`config.mk`:
```
export PLATFORM = sky130hd
export DESIGN_NAME = fetch_stage_flat
export DESIGN_NICKNAME = d
export VERILOG_FILES = /design/src/rtl/fetch_stage_if.sv /design/src/rtl/fetch_stage.sv /design/src/flat_wrapper.sv
export SDC_FILE = /design/constraint.sdc
export NUM_CORES = 1
export LEC_CHECK = 0
export ABC_AREA = 1
export CORE_AREA = 2 2 99 101
export CTS_CLUSTER_SIZE = 12
export DETAILED_ROUTE_END_ITERATION = 16
export DIE_AREA = 0 0 101 103
export GPL_TIMING_DRIVEN = 0
export PLACE_DENSITY = 0.85
export SLEW_MARGIN = 20
export SYNTH_ARGS = -nofsm -noshare
export SYNTH_HDL_FRONTEND = slang
export SYNTH_SLANG_ARGS = --single-unit
```
`constraint.sdc`:
```
create_clock -name clk -period 2.1 [get_ports clk]
set_input_delay 0.42 -clock clk [delete_from_list [all_inputs] [get_ports clk]]
set_output_delay 0.42 -clock clk [all_outputs]
set_load 0.02 [all_outputs]
```
`src/rtl/fetch_stage_if.sv`:
```
// rtl/fetch_stage_if.sv - Fetch stage bus: decode control, instruction memory and IF/ID outputs
//
// Purpose: bundles every non-clock signal of fetch_stage.
// Signals:
//   stall            decode cannot accept; hold PC and IF/ID
//   redirect_valid   branch/jump taken
//   redirect_target  byte address of the next instruction (low two bits ignored)
//   imem_addr        byte address to instruction memory (current PC)
//   imem_data        combinational instruction word for imem_addr
//   id_valid         IF/ID holds a real instruction
//   id_pc            address of id_ins
//   id_ins           registered instruction word for decode
// Modports: master = fetch stage, slave = pipeline/memory side.

interface fetch_stage_if;
  logic        stall;
  logic        redirect_valid;
  logic [31:0] redirect_target;
  logic [31:0] imem_addr;
  logic [31:0] imem_data;
  logic        id_valid;
  logic [31:0] id_pc;
  logic [31:0] id_ins;

  modport master (
    input  stall, redirect_valid, redirect_target, imem_data,
    output imem_addr, id_valid, id_pc, id_ins
  );

  modport slave (
    output stall, redirect_valid, redirect_target, imem_data,
    input  imem_addr, id_valid, id_pc, id_ins
  );
endinterface

```
`src/rtl/fetch_stage.sv`:
```
// rtl/fetch_stage.sv - Instruction fetch stage with PC register and IF/ID pipeline register
//
// Purpose: drives the PC onto instruction memory, captures the returned word
// into the IF/ID register, and handles stall, redirect and reset.
// Parameters:
//   RESET_PC  PC value loaded on reset
//   NOP_INS   bubble word placed in IF/ID on reset or redirect
// Ports:
//   clk          rising-edge clock
//   rst          synchronous active-high reset
//   bus          fetch_stage_if.master (see rtl/fetch_stage_if.sv)
//   fetch_count  accepted fetches   (only with FETCH_PERF_EN defined)
//   stall_count  stalled cycles     (only with FETCH_PERF_EN defined)
// Optional feature macro: FETCH_PERF_EN adds the two performance counters.

module fetch_stage #(
  parameter logic [31:0] RESET_PC = 32'h00000000,
  parameter logic [31:0] NOP_INS  = 32'h00000013
) (
  input  logic        clk,
  input  logic        rst,
  fetch_stage_if.master bus
`ifdef FETCH_PERF_EN
  ,
  output logic [31:0] fetch_count,
  output logic [31:0] stall_count
`endif
);

  // RUN: IF/ID holds a real instruction. FLUSH: IF/ID holds a bubble.
  typedef enum logic {
    RUN   = 1'b0,
    FLUSH = 1'b1
  } state_t;

  state_t      state_q, state_d;
  logic [31:0] pc_q, pc_d;
  logic [31:0] id_pc_q;
  logic [31:0] id_ins_q;
  logic        fetch_ok;

  assign bus.imem_addr = pc_q;
  assign bus.id_pc     = id_pc_q;
  assign bus.id_ins    = id_ins_q;
  // id_valid comes straight from the state register, so it has no
  // combinational dependence on any input.
  assign bus.id_valid  = (state_q == RUN);

  always_comb begin
    state_d  = state_q;
    pc_d     = pc_q;
    fetch_ok = 1'b0;
    if (bus.redirect_valid) begin
      // Redirect wins over stall; the target is forced to word alignment.
      state_d = FLUSH;
      pc_d    = bus.redirect_target & ~32'd3;
    end else if (!bus.stall) begin
      state_d  = RUN;
      fetch_ok = 1'b1;
      pc_d     = pc_q + 32'd4;
    end
  end

  always_ff @(posedge clk) begin
    if (rst) begin
      state_q  <= FLUSH;
      pc_q     <= RESET_PC;
      id_pc_q  <= 32'h00000000;
      id_ins_q <= NOP_INS;
    end else begin
      state_q <= state_d;
      pc_q    <= pc_d;
      if (bus.redirect_valid) begin
        id_ins_q <= NOP_INS;
      end else if (fetch_ok) begin
        id_ins_q <= bus.imem_data;
        id_pc_q  <= pc_q;
      end
    end
  end

`ifdef FETCH_PERF_EN
  always_ff @(posedge clk) begin
    if (rst) begin
      fetch_count <= 32'h00000000;
      stall_count <= 32'h00000000;
    end else begin
      if (fetch_ok) begin
        fetch_count <= fetch_count + 32'd1;
      end
      if (bus.stall && !bus.redirect_valid) begin
        stall_count <= stall_count + 32'd1;
      end
    end
  end
`endif

endmodule

```
`src/flat_wrapper.sv`:
```
// flat-port wrapper written by rule: the top's interface ports become plain ports
module fetch_stage_flat 
#(
  parameter logic [31:0] RESET_PC = 32'h00000000,
  parameter logic [31:0] NOP_INS  = 32'h00000013
)
  (clk, rst, bus_stall, bus_redirect_valid, bus_redirect_target, bus_imem_data, bus_imem_addr, bus_id_valid, bus_id_pc, bus_id_ins);
  fetch_stage_if bus_i ();
  input  logic clk;
  input  logic rst;
  input wire logic [$bits(bus_i.stall)-1:0] bus_stall;
  input wire logic [$bits(bus_i.redirect_valid)-1:0] bus_redirect_valid;
  input wire logic [$bits(bus_i.redirect_target)-1:0] bus_redirect_target;
  input wire logic [$bits(bus_i.imem_data)-1:0] bus_imem_data;
  output wire logic [$bits(bus_i.imem_addr)-1:0] bus_imem_addr;
  output wire logic [$bits(bus_i.id_valid)-1:0] bus_id_valid;
  output wire logic [$bits(bus_i.id_pc)-1:0] bus_id_pc;
  output wire logic [$bits(bus_i.id_ins)-1:0] bus_id_ins;
  assign bus_i.stall = bus_stall;
  assign bus_i.redirect_valid = bus_redirect_valid;
  assign bus_i.redirect_target = bus_redirect_target;
  assign bus_i.imem_data = bus_imem_data;
  assign bus_imem_addr = bus_i.imem_addr;
  assign bus_id_valid = bus_i.id_valid;
  assign bus_id_pc = bus_i.id_pc;
  assign bus_id_ins = bus_i.id_ins;
  fetch_stage #(.RESET_PC(RESET_PC), .NOP_INS(NOP_INS)) u_core (.clk(clk), .rst(rst), .bus(bus_i));
endmodule
```
==> results.toml <==
[flow_run]
maxCapViolations = 0

[clocking]
htreeDepth = 3
clock_sinks = 93
clock_path_buffers = 2
clkTransAtPathRegs_ps = 100
cts_tree = "built"
clockRootBuffer = "clkbuf_8"
cts_buffers = 9
post_cts_buffers = 0
cts_resized = 0
clk-insertion-delay-late_ps = 380
hold_buffers = 0

[setup_path]
worst-endpoint-required_ps = 1680
cp.buffers_inverters = 1
cp_max_fo = 7
crit_path_end_kind = "primary output"
path_cells = "clkdlybuf4s50_1"
path_class = "reg -> out"
crit_arrival_ps = 1560
cpMaxStageDelayCell = "clkdlybuf4s50_1"
critPathMaxStageDelay_ps = 680
crit_family = "buffers and inverters"
startpoint_type = "flip-flop"

[synth]
syn_area_um2 = 4420
synth.mux.area_fraction = 0
postSynthAreaPerCell_um2 = 6.88
synth_top_family_by_area = "simple AND/OR/NAND/NOR gates"
synthArstFlopShare = 0
synth_compound_area_frac = 0.125
synth_xor_area_frac = 0
synthSimpleGateAreaFrac = 0.351
synth_top_cell_area_share = 0.421
synth_edf_count = 0
ys_ff_latch = 93
netlist-cell-type-count = 38
ys_seq_area_frac = 0.421
synth-main-ff-cell = "dfxtp_1"
yosys_warnings = 0
synthAdderAreaFrac = 0.00283
synthTopCellsByArea = "dfxtp_1 (42%), nor2_1 (12%), nand2_1 (9.7%)"
syn_inst = 643
synth_top_cell_by_area = "dfxtp_1"

[global_route]
grt-busiest-layer = "met2"
grt_pass1_wl_um = 22400
grt_util_met3 = 0.0780
grt_max_degree = 19
grt_use_met1 = 0.325
overflow = 0
grt_pass1_vias = 4649
antenna_found_initial = 0
met2_usage = 0.471
grtUsageTotal = 0.276

[timing]
hold_slack_ps = 341
setup_tns_ps = 0
setup_slack_ps = 124
post-route-period-util = 0.941
worst_pin_slew_ps = 607
slew-limit-headroom = 0.595
setup_viol_count_final = 0
fin_crit_ps = 1980
drv_slew = 0
maxClockFrequency_ghz = 0.506
grt_setup_unrepaired = "false"
hold_violations = 0
skew_ps = 11.8

[run_status]
outcome = "completed"

[route]
drt_wl_total_um = 14100
drc = 0
detail_route.wl_per_cell_um = 15.1
drtPass1Iterations = 5
vias_per_cell = 5.25
drt-initial-drc-count = 252
ant_nets = 0
num_vias = 4892

[pwr]
peakVddDrop_mv = 0.375
p_leak_nw = 2.72
power_w = 0.00392
power_density_nw_per_um2 = 619

[layout]
layout.cells.most_common = "clkdlybuf4s50_1"
fillers = 825
diodes = 0
drive_above_1_share = 0.0782
finalNetCount = 882
syn2layout_area_growth_pct = 43.0
layout_common_cells = "clkdlybuf4s50_1 (156), nor2_1 (147), nand2_1 (114)"

[floorplanning]
die_h_um = 103
die-area_um2 = 10400
design.core.area_um2 = 9460
rows = 36
initial_core_util = 0.467
ios = 165
dieWidth_um = 101

[placement]
hpwl_um = 10700
place_ws_ps = -42.9
port-buffer-count = 156
gp_congestion = 0.951

[hold_path]
hp-class = "in -> reg"
==> final timing paths <==
| kind | slack [ps] | to | startpoint | depth (start not counted) |
|---|---|---|---|---|
| min | 340 | u_core.bus.imem_addr[28]$_SDFFE_PP0P_ | rst | 2 |
| max | 120 | bus_imem_addr[12] | u_core.bus.imem_addr[12]$_SDFFE_PP0P_ | 1 |
| min reg2reg | 490 | u_core.bus.id_ins[4]$_SDFFE_PP1P_ | u_core.bus.id_ins[4]$_SDFFE_PP1P_ | 2 |
| max reg2reg | 380 | u_core.bus.imem_addr[22]$_SDFFE_PP0P_ | u_core.bus.imem_addr[2]$_SDFFE_PP0P_ | 10 |
==> power by group <==
part / switching (W) / total, W / leakage [nW] / internal, W
logic: 0.000409 / 0.000780 / 1.86 / 0.000371
registers: 0.0000878 / 0.00195 / 0.765 / 0.00186
clock network: 0.000729 / 0.00119 / 0.0975 / 0.000462
total: 0.00123 / 0.00392 / 2.72 / 0.00269
==> cells by family (layout without fill, tap and decap cells) <==
family	count (synthesis)	after routing
DFF	93	93
buffers and inverters	102	274
other	1	4
and+or+nand+nor	348	348
AOI/OAI and AO/OA	98	98
adders and majority gates	1	1
==> cells in the mapped netlist, drive strengths merged, types with 2 or more instances <==
| master | instances |
|---|---|
| a22o | 8 |
| nand3 | 46 |
| nand2 | 119 |
| clkbuf | 12 |
| and2 | 2 |
| o211ai | 3 |
| nor3 | 9 |
| dfxtp | 93 |
| nor2 | 161 |
| o21ai | 76 |
| buf | 22 |
| nand3b | 3 |
| inv | 67 |
| a21oi | 5 |
| nand4 | 7 |
==> area by class of cell <==
type	instances	area, um^2	area share
repair buffers	156	1560	0.247
plain buffers	34	186	0.0295
multi-input cells	451	2130	0.337
inverters	68	255	0.0404
clock inverters	7	63.8	0.0101
flip-flops and latches	93	1860	0.294
clock buffers	9	124	0.0196
well taps	114	143	0.0226
==> through the flow <==
| step | area, um^2 | utilization | cells |
|---|---|---|---|
| 2_1_floorplan | 4430 | - | 646 |
| 3_3_place_gp | 6140 | 0.649 | 916 |
| 3_5_place_dp | 6140 | 0.649 | 916 |
| 4_1_cts | 6320 | 0.669 | 932 |
| 5_1_grt | 6320 | 0.669 | 932 |
| 6_report | 6320 | 0.669 | 932 |
==> routing by layer <==
layer | vias up | wire length [um]
li1 | 2383 | -
met4 | 0 | 390
met1 | 2187 | 5350
met5 | - | 0
met3 | 39 | 1540
met2 | 283 | 6770
==> registers in the layout, summed over array words and instances (netlist names) <==
signal                cells
u_core.bus.imem_addr     30
u_core.state_q            1
u_core.bus.id_pc         30
u_core.bus.id_ins        32
==> worst register-to-register path, delay by kind of cell (launching register included) <==
kind,cells,cell delay [ps]
simple gates,8,920
buf+inv,1,30
flops,1,440
fa+ha+maj,1,230
Note: power is estimated with default switching activity, not from simulation.
